<file path="src/rtl/module_mux_secuenciador.sv">
// Scan sequencer that drives the select of an upstream 4:1 mux.
//
// For each channel it holds `sel` for DWELL cycles, so the mux output has time
// to settle. It then registers `mux_out` together with the channel index and
// raises a one-cycle `valido` pulse.
//
// Operating modes:
//   - `en` held high: continuous scanning.
//   - one-cycle `start` pulse: a single pass over the four channels.
//
// Ports:
//   clk          system clock, rising edge
//   rst_n        synchronous reset, active-low
//   en           continuous scan enable (level)
//   start        single-scan request (one-cycle pulse)
//   mux_out      current output of the 4:1 mux
//   sel          channel select to the mux (00=a, 01=b, 10=c, 11=d)
//   dato         last captured sample
//   canal        channel index of `dato`
//   valido       one-cycle pulse: `dato`/`canal` updated this cycle
//   fin_barrido  one-cycle pulse together with the channel-3 `valido`
//   ocupado      high while a scan is in progress
module module_mux_secuenciador #(
    parameter int unsigned ANCHO = 4,
    parameter int unsigned DWELL = 4   // legal range 2..255
) (
    input  logic             clk,
    input  logic             rst_n,
    input  logic             en,
    input  logic             start,
    input  logic [ANCHO-1:0] mux_out,
    output logic [1:0]       sel,
    output logic [ANCHO-1:0] dato,
    output logic [1:0]       canal,
    output logic             valido,
    output logic             fin_barrido,
    output logic             ocupado
);

    localparam logic [7:0] DWELL_M1 = 8'(DWELL - 1);

    typedef enum logic [0:0] {
        REPOSO,
        BARRIDO
    } estado_t;

    estado_t          estado_q, estado_d;
    logic [7:0]       cnt_q, cnt_d;
    logic [1:0]       sel_q, sel_d;
    logic [ANCHO-1:0] dato_q, dato_d;
    logic [1:0]       canal_q, canal_d;
    logic             valido_q, valido_d;
    logic             fin_q, fin_d;
    logic             ocupado_q, ocupado_d;

    always_ff @(posedge clk) begin
        if (!rst_n) begin
            estado_q  <= REPOSO;
            cnt_q     <= '0;
            sel_q     <= '0;
            dato_q    <= '0;
            canal_q   <= '0;
            valido_q  <= 1'b0;
            fin_q     <= 1'b0;
            ocupado_q <= 1'b0;
        end else begin
            estado_q  <= estado_d;
            cnt_q     <= cnt_d;
            sel_q     <= sel_d;
            dato_q    <= dato_d;
            canal_q   <= canal_d;
            valido_q  <= valido_d;
            fin_q     <= fin_d;
            ocupado_q <= ocupado_d;
        end
    end

    always_comb begin
        estado_d  = estado_q;
        cnt_d     = cnt_q;
        sel_d     = sel_q;
        dato_d    = dato_q;
        canal_d   = canal_q;
        valido_d  = 1'b0;
        fin_d     = 1'b0;
        ocupado_d = ocupado_q;

        unique case (estado_q)
            REPOSO: begin
                sel_d     = '0;
                cnt_d     = '0;
                ocupado_d = 1'b0;
                if (en || start) begin
                    estado_d  = BARRIDO;
                    ocupado_d = 1'b1;
                end
            end

            BARRIDO: begin
                // `start` is ignored here on purpose: no queuing or restart.
                ocupado_d = 1'b1;
                if (cnt_q == DWELL_M1) begin
                    dato_d   = mux_out;
                    canal_d  = sel_q;
                    valido_d = 1'b1;
                    cnt_d    = '0;
                    sel_d    = sel_q + 2'd1;
                    if (sel_q == 2'd3) begin
                        fin_d = 1'b1;
                        // `en` sampled at the last capture decides continue vs. stop.
                        if (!en) begin
                            estado_d  = REPOSO;
                            ocupado_d = 1'b0;
                            sel_d     = '0;
                        end
                    end
                end else begin
                    cnt_d = cnt_q + 8'd1;
                end
            end

            default: begin
                estado_d = REPOSO;
            end
        endcase
    end

    assign sel         = sel_q;
    assign dato        = dato_q;
    assign canal       = canal_q;
    assign valido      = valido_q;
    assign fin_barrido = fin_q;
    assign ocupado     = ocupado_q;

endmodule

</file>
<file path="config.mk">
export PLATFORM = sky130hd
export DESIGN_NAME = module_mux_secuenciador
export DESIGN_NICKNAME = d
export VERILOG_FILES = /design/src/rtl/module_mux_secuenciador.sv
export SDC_FILE = /design/constraint.sdc
export NUM_CORES = 1
export LEC_CHECK = 0
export CAP_MARGIN = 20
export CELL_PAD_IN_SITES_DETAIL_PLACEMENT = 0
export CELL_PAD_IN_SITES_GLOBAL_PLACEMENT = 1
export CORE_MARGIN = 3
export CORE_UTILIZATION = 35
export DETAILED_ROUTE_END_ITERATION = 16
export PLACE_DENSITY_LB_ADDON = 0.08
export SYNTH_ARGS = -nofsm -noshare
export SYNTH_HDL_FRONTEND = slang
export SYNTH_SLANG_ARGS = --single-unit
</file>
<file path="constraint.sdc">
create_clock -name clk -period 2.6 [get_ports clk]
set_clock_uncertainty 0.2 [all_clocks]
set_input_delay 0.39 -clock clk [delete_from_list [all_inputs] [get_ports clk]]
set_output_delay 0.39 -clock clk [all_outputs]
set_load 0.03 [all_outputs]
</file>
Word-level counts from Yosys, hierarchy flattened
Index checks and enable logic that the tools add are counted.

Register bits: 19. Bits in latches: 0. Bits in writable memories: 0. Memory bits (read-only): 0. Output and inout port bits: 11. Logic and storage cells: 30. Memories kept: 0.

Add/sub/neg operators: 2. $mul: 0. Divide/modulo/power cells: 0. Order comparisons: 0. Eq/ne operators: 3. Shifts and indexed selects: 0. Multiplexer cells: 13. Bitwise operators: 1. Reductions and logical operators: 4.

Operators with widths (number): 8-bit case mux with 2 select lines (1); 8-bit by 1-bit adder with 8-bit output (second input constant) (1); 8-bit by 2-bit equality test with 1-bit output (second input constant) (1); 8-bit two-way mux (1); 1-bit two-way mux (6); 2-bit two-way mux (3); 2-bit case mux with 2 select lines (1); 2-bit AND reduction (2); 3-bit AND reduction (1); 2-bit by 1-bit adder with 2-bit output (second input constant) (1); 2-bit equality test (second input constant) (1); 2-bit by 1-bit != test with 1-bit output (second input constant) (1); 1-bit case mux with 2 select lines (1); 1-bit logical OR (1); 1-bit NOT (1).

Depth between registers and ports, before layout
Gate-level depths: netlist of the first run.

Depth after elaboration: 5. Gate-level depth with buffers: 5.

Worst setup path before layout of the first run
OpenSTA, ideal clock, no wires.

Path kind: register to register. From: reg cnt_q[0]. To: reg sel_q[1], in the netlist sel[1]. Setup time: 70 ps. Arrival time: 1815 ps. Slack: 514 ps. Cell stages (with the launch flop): 6. Clock period less this slack: 2086 ps. Cells stage by stage: dfxtp_1 > ha_1 > or4b_4 > buf_6 > or4b_1 > a21oi_1.

Cells in the longest elaborated chain, start to end: 2.

Ends and longest elaborated chain: start: declaration (RTL line 48) `logic [7:0] cnt_q, cnt_d;`; start signal: assignment (RTL line 68) `cnt_q <= cnt_d;`; 8-bit by 2-bit equality test with 1-bit output (RTL line 102) `if (cnt_q == DWELL_M1) begin`; 2-bit by 1-bit != test with 1-bit output (no source line); end signal: assignment (RTL line 69) `sel_q <= sel_d;`; end: declaration (RTL line 49) `logic [1:0] sel_q, sel_d;`.

Every way passes these cells. A chain may end at the register's enable or synchronous reset.

Worst setup path after layout of the first run
Ends and elaborated chain as after synthesis.

==> results of run 1 <==
where the power goes:
part	total [uW]	internal, uW	leakage (uW)	switching [uW]
clock	150	57.3	0.0000177	93.1
combinational	29.8	15.8	0.000171	14.0
sequential	297	294	0.000154	3.26
worst reg2reg max path, cell delays in order (launching register included):
cell and delay, ns:
dfxtp_1 0.41, ha_1 0.25, or4b_4 0.54, or4b_1 0.53
a21oi_1 0.15
cells in the mapped netlist, drive strengths merged (2+ instances only):
cell    instances
a21oi           4
clkbuf          3
dfxtp          19
ha              2
inv             2
mux2i           6
nand2          14
nand3           4
nor2            3
nor3            4
o21ai           5
or3             4
or4b            2
xor2            2
registers in the layout (all words and copies together) (netlist names):
signal       cells
cnt_q            8
ocupado          1
dato             4
valido           1
canal            2
sel              2
fin_barrido      1
routing by layer:
metal	GRT usage [%]	vias to the layer above	share of wire (%)
met3	3.94	2	5.4
met4	6.38	0	0.85
li1	-	335	-
met2	15.7	12	41
met1	17.9	285	53
met5	0	-	0
per-stage QoR:
stage          hold slack [ns]  worst slack [ns]  std cells
2_1_floorplan            0.267             0.514         84
6_report                 0.263             0.474        130
5_1_grt                  0.284             0.369        130
4_1_cts                  0.266             0.466        130
3_3_place_gp             0.243             0.533        126
3_5_place_dp             0.246             0.499        126
kinds of logic (layout without fill, tap and decap cells):
logic type      count (synthesis)  after routing
simple gates                   36             36
mux                             6              6
xor+xnor                        3              3
flops                          19             19
buf+inv                         6             25
fa+ha+maj                       2              2
compound gates                 12             12
worst min-delay path by stage:
stage / slack (ns) / to / cells after the start / start
6_report: 0.26 / canal[0] / 2 / canal[0]
5_1_grt: 0.28 / dato[1] / 2 / dato[1]
4_1_cts: 0.27 / dato[1] / 2 / dato[1]
3_5_place_dp: 0.25 / dato[1] / 2 / dato[1]
3_3_place_gp: 0.24 / dato[1] / 2 / dato[1]
2_1_floorplan: 0.27 / cnt_q[5] / 2 / cnt_q[5]
layout make-up:
cell class                      instances  area (um2)
Clock inverter                          1        5.00
Fill cell                             206        1030
Clock buffer                            3        22.5
Tap cell                               27        33.8
Inverter                                2        7.51
Multi-Input combinational cell         59         375
Sequential cell                        19         380
Timing Repair Buffer                   19         188
==> impl_metrics.sql, run 1 <==
INSERT INTO impl_metrics (metric_group, metric, value, unit) VALUES
('timing', 'report.final.setup_viol', '0', ''),
('timing', 'fin_tns_setup', '0', 'ns'),
('clock_tree', 'cts_repair_resize_count', '0', ''),
('setup_path', 'critical_path.reg2reg.endpoint', 'sel[1]', ''),
('synth', 'postSynthNetCount', '94', ''),
('die', 'floorplan.initialDensity', '38.5', '%'),
('clock_tree', 'clock_insertion_delay_at_the_later_pin_of_the_skew_report', '0.30', 'ns'),
('routing', 'routed_wl', '1530', 'um'),
('clock_tree', 'post_cts_buffers', '0', ''),
('run_status', 'outcome', 'complete, no violations', ''),
('place', 'gp_routability_congestion', '0.779', ''),
('synth', 'post_synthesis_instance_area', '786', 'um2'),
('clock_tree', 'cts_root_buffer', 'clkbuf_4', ''),
('worst_hold_path', 'hold_path_class', 'reg -> reg', ''),
('synth', 'synth_xor_area_share', '3.34', '%'),
('die', 'die-width', '53.4', 'um'),
('synth', 'async_flop_share', '0', '%'),
('setup_path', 'timing.critical_path.from_type', 'register', ''),
('layout', 'postLayoutCoreUtil', '49.6', '%'),
('clock_tree', 'cts.hold.buffers_added', '0', ''),
('die', 'floorplan.die_area', '0.00285', 'mm2'),
('synth', 'yosysWarningCount', '0', ''),
('flow_run', 'max-cap-violations', '0', ''),
('synth', 'synthTopCellsByArea', 'dfxtp_1, mux2i_1, nand2_1, ha_1, or3_1', ''),
('layout', 'most_frequent_cells_in_the_layout', 'dfxtp_1, clkdlybuf4s50_1, nand2_1', ''),
('synth', 'combinational_family_with_the_most_area_after_synthesis', 'simple AND/OR/NAND/NOR gates', ''),
('place', 'place.port_buffers', '18', ''),
('power_and_ir_drop', 'power_per_cell_area', '471', 'mW/mm2'),
('setup_path', 'path_buf_inv', '0', ''),
('routing', 'drc', '0', ''),
('clock_tree', 'cts.htree.levels', '1', ''),
('routing', 'drt-vias-per-instance', '4.88', ''),
('grt', 'grt_first_pass_wirelength', '2530', 'um'),
('synth', 'synth_edf_count', '0', ''),
('timing', 'grt_setup_unrepaired', 'no', ''),
('routing', 'first_iter_violations', '10', ''),
('die', 'die_h', '53.4', 'um'),
('power_and_ir_drop', 'totalPowerFinal', '477', 'uW'),
('layout', 'n_antenna_cell', '0', ''),
('synth', 'synth_adder_area_share', '3.18', '%'),
('layout', 'final_design_area_no_fill', '0.00101', 'mm2'),
('die', 'design.core.area', '0.00204', 'mm2'),
('grt', 'grtUsageTotal', '12.4', '%'),
('setup_path', 'timing.critical_path.depth', '4', ''),
('clock_tree', 'numClockSinks', '19', ''),
('routing', 'ant_nets', '0', ''),
('setup_path', 'worstSetupEndpoint', 'sel[1]', ''),
('synth', 'post_synth_inst_count', '84', ''),
('timing', 'timing_worst_slew_pin_value', '0.423', 'ns'),
('routing', 'num_vias', '634', ''),
('timing', 'min_period', '2.13', 'ns'),
('setup_path', 'timing.critical_path.slowest_stage_cell', 'or4b_4', ''),
('power_and_ir_drop', 'leakagePower', '0.000342', 'uW'),
('setup_path', 'worst_path_largest_cell_delay', '0.54', 'ns'),
('grt', 'grt_pass1_vias', '529', ''),
('synth', 'yosys_most_used_dff', 'dfxtp_1', ''),
('synth', 'synth.avg_cell_area', '9.35', 'um2'),
('clock_tree', 'largest_buffer_count_on_any_clock_path', '2', ''),
('setup_path', 'reg2reg_depth', '4', ''),
('setup_path', 'arrival', '2.16', 'ns'),
('clock_tree', 'cts_inserted_buffers', '3', ''),
('setup_path', 'start_to_end_type_of_the_worst_setup_path', 'reg -> reg', ''),
('die', 'ioPinCount', '19', ''),
('setup_path', 'critPathRequiredTime', '2.64', 'ns'),
('place', 'detailed_place_hpwl', '1110', 'um'),
('setup_path', 'setup.worst_path.end_class', 'register', ''),
('timing', 'clock.fmax', '0.470', 'GHz'),
('setup_path', 'timing_startpoint_of_the_critical_path', 'cnt_q[0]', ''),
('grt', 'maximum_number_of_pins_on_one_net_before_global_route_repair', '14', ''),
('synth', 'ys_seq_elements', '19', ''),
('clock_tree', 'clk_transition_reported_paths', '0.11', 'ns');
No activity file was read; power rests on OpenSTA's default activity.
==> run 2: changes to the inputs <==
==> constraint.sdc (replaced) <==
create_clock -name clk -period 2 [get_ports clk]
set_clock_uncertainty 0.2 [all_clocks]
set_input_delay 0.3 -clock clk [delete_from_list [all_inputs] [get_ports clk]]
set_output_delay 0.3 -clock clk [all_outputs]
set_load 0.03 [all_outputs]
==> run 2 against run 1 <==
Net effect:
- setup slack worse by 0.45 ns
- fmax is 7.7% higher
- non-clock buffer count up 9
- count of clock-buffer cells in the layout up 1
- final cell count increased by 6.9%
- register-to-register slack lost 0.45 ns
- die area is the same
- critical path depth unchanged
- global-route usage up 2.2 points
- clock power up 29%
- sequential power is 29% higher
- design area up 12%
==> impl_metrics.sql, run 2 (same netlist as run 1, synthesis figures left out) <==
INSERT INTO impl_metrics (metric_group, metric, value, unit) VALUES
('run_status', 'outcome', 'complete, no violations', ''),
('grt', 'grtUsageTotal', '14.5', '%'),
('clock_tree', 'cts_inserted_buffers', '3', ''),
('routing', 'wl_per_cell', '12.2', 'um'),
('routing', 'drc', '0', ''),
('setup_path', 'critPathRequiredTime', '2.03', 'ns'),
('layout', 'n_antenna_cell', '0', ''),
('grt', 'grt_pass1_vias', '629', ''),
('setup_path', 'arrival', '2.01', 'ns'),
('grt', 'globalRouteMet3Util', '2.54', '%'),
('routing', 'routed_wl', '1690', 'um'),
('setup_path', 'path_buf_inv', '0', ''),
('timing', 'post-route-worst-setup-slack', '0.0251', 'ns'),
('clock_tree', 'clk_transition_reported_paths', '0.10', 'ns'),
('clock_tree', 'cts.htree.levels', '1', ''),
('clock_tree', 'numClockSinks', '19', ''),
('routing', 'first_iter_violations', '10', ''),
('layout', 'postLayoutCoreUtil', '55.3', '%'),
('layout', 'most_frequent_cells_in_the_layout', 'dfxtp_1, clkdlybuf4s50_1, nand2_1', ''),
('routing', 'drt_pre_antenna_iters', '4', ''),
('routing', 'num_vias', '686', ''),
('die', 'ioPinCount', '19', ''),
('grt', 'use_met1', '20.9', '%'),
('setup_path', 'timing.critical_path.from_type', 'register', ''),
('power_and_ir_drop', 'leakagePower', '0.000412', 'uW'),
('clock_tree', 'clock_insertion_delay_at_the_later_pin_of_the_skew_report', '0.29', 'ns'),
('worst_hold_path', 'hold_path_class', 'reg -> reg', ''),
('die', 'die-width', '53.4', 'um'),
('die', 'die_h', '53.4', 'um'),
('setup_path', 'timing.critical_path.slowest_stage_cell', 'or4b_1', ''),
('routing', 'drt-vias-per-instance', '4.94', ''),
('routing', 'ant_nets', '0', ''),
('setup_path', 'setup.worst_path.end_class', 'register', ''),
('place', 'place.port_buffers', '18', ''),
('layout', 'layout.nets', '123', ''),
('timing', 'timing_worst_slew_pin_value', '0.349', 'ns'),
('grt', 'antenna_found_initial', '0', ''),
('layout', 'area_growth_syn_to_layout', '43.8', '%'),
('clock_tree', 'cts_root_buffer', 'clkbuf_4', ''),
('setup_path', 'critPathTopFamily', 'simple AND/OR/NAND/NOR gates', ''),
('setup_path', 'path_cells', 'ha_4 -> or4b_4 -> or4b_1 -> a21oi_1', ''),
('layout', 'registers.top_by_ff_count', 'cnt_q', ''),
('place', 'gp_routability_congestion', '0.720', ''),
('clock_tree', 'largest_buffer_count_on_any_clock_path', '2', ''),
('timing', 'report.final.setup_viol', '0', ''),
('grt', 'gr-max-usage-layer', 'met1', ''),
('setup_path', 'start_to_end_type_of_the_worst_setup_path', 'reg -> reg', ''),
('timing', 'clock.fmax', '0.506', 'GHz'),
('power_and_ir_drop', 'power_per_cell_area', '552', 'mW/mm2'),
('die', 'floorplan.initialDensity', '38.5', '%'),
('power_and_ir_drop', 'vdd.ir_drop.worst', '0.337', 'mV'),
('timing', 'maxSlewHeadroom', '76.6', '%'),
('timing', 'grt_setup_unrepaired', 'yes', ''),
('grt', 'grt_overflow', '0', ''),
('setup_path', 'crit_path_max_fanout', '5', ''),
('layout', 'largest_reg_flops', '8', ''),
('timing', 'finalCritPeriodShare', '98.7', '%'),
('die', 'placement_rows', '16', ''),
('setup_path', 'worst_path_largest_cell_delay', '0.54', 'ns'),
('flow_run', 'max-cap-violations', '0', ''),
('die', 'floorplan.die_area', '0.00285', 'mm2'),
('place', 'detailedPlace.worstSlack', '-0.00331', 'ns'),
('clock_tree', 'cts_tree', 'done', ''),
('grt', 'met2_usage_grt', '18.6', '%'),
('grt', 'grt_first_pass_wirelength', '2910', 'um'),
('layout', 'drive_gt1_share', '17.0', '%'),
('die', 'design.core.area', '0.00204', 'mm2'),
('layout', 'fill_cells', '207', ''),
('timing', 'min_period', '1.97', 'ns'),
('timing', 'final_hold_viol_count', '0', ''),
('grt', 'maximum_number_of_pins_on_one_net_before_global_route_repair', '14', ''),
('timing', 'finalMaxSlewViolations', '0', '');
run 2: changes by cell type in the layout (fill, tap and decap cells not counted), sizes merged:
cell           delta
clkbuf            +1
clkinv            -1
dlymetal6s2s      +1
buf               +9
clkdlybuf4s50     -1
run 2: path summary, 6_finish.rpt:
path	start	end	slack (ns)	cells past startpoint
setup reg to reg	cnt_q[1]	sel[1]	0.03	4
hold / removal	dato[3]	dato[3]	0.26	2
setup / recovery	cnt_q[1]	sel[1]	0.03	4
hold reg to reg	dato[3]	dato[3]	0.26	2
run 2: layout make-up:
class                   instances  area, um2  share of cell area (%)
multi-input cells              59        392                    34.7
clock buffers                   4       26.3                    2.33
flip-flops and latches         19        388                    34.3
repair buffers                 28        283                    25.0
well taps                      27       33.8                    2.99
inverters                       2       7.51                   0.664
run 2: timing repair:
item / 4_1_cts / 5_1_grt
setup endpoints to repair: 2 / 10
gates resized for setup: 2 / 2
buffers inserted: 4 / 1
hold buffers: 0 / 0
run 2: tightest hold or removal path, stage by stage (launching register included):
cell and delay, ns:
dfxtp_1 0.32, nand2_1 0.05, mux2i_1 0.05
run 2: stage by stage:
step,TNS [ns],hold WS (ns),instance area [um2],std cells,power (uW)
floorplan,0,0.242,801,84,413
detailed placement,-0.00331,0.252,1040,130,437
global placement,0,0.242,1040,130,437
global route,-0.265,0.294,1130,139,652
CTS,0,0.269,1120,138,632
finish,0,0.260,1130,139,623
run 2: power breakdown:
group,internal [uW],switching (uW)
combinational,25.7,20.6
sequential,380,3.96
clock,77.6,115
total,484,140
run 2: routing by layer:
metal,routed length [um],part of all wire (%)
met1,845,50
met2,716,42
met3,90,5.3
met4,38,2.2
met5,0,0
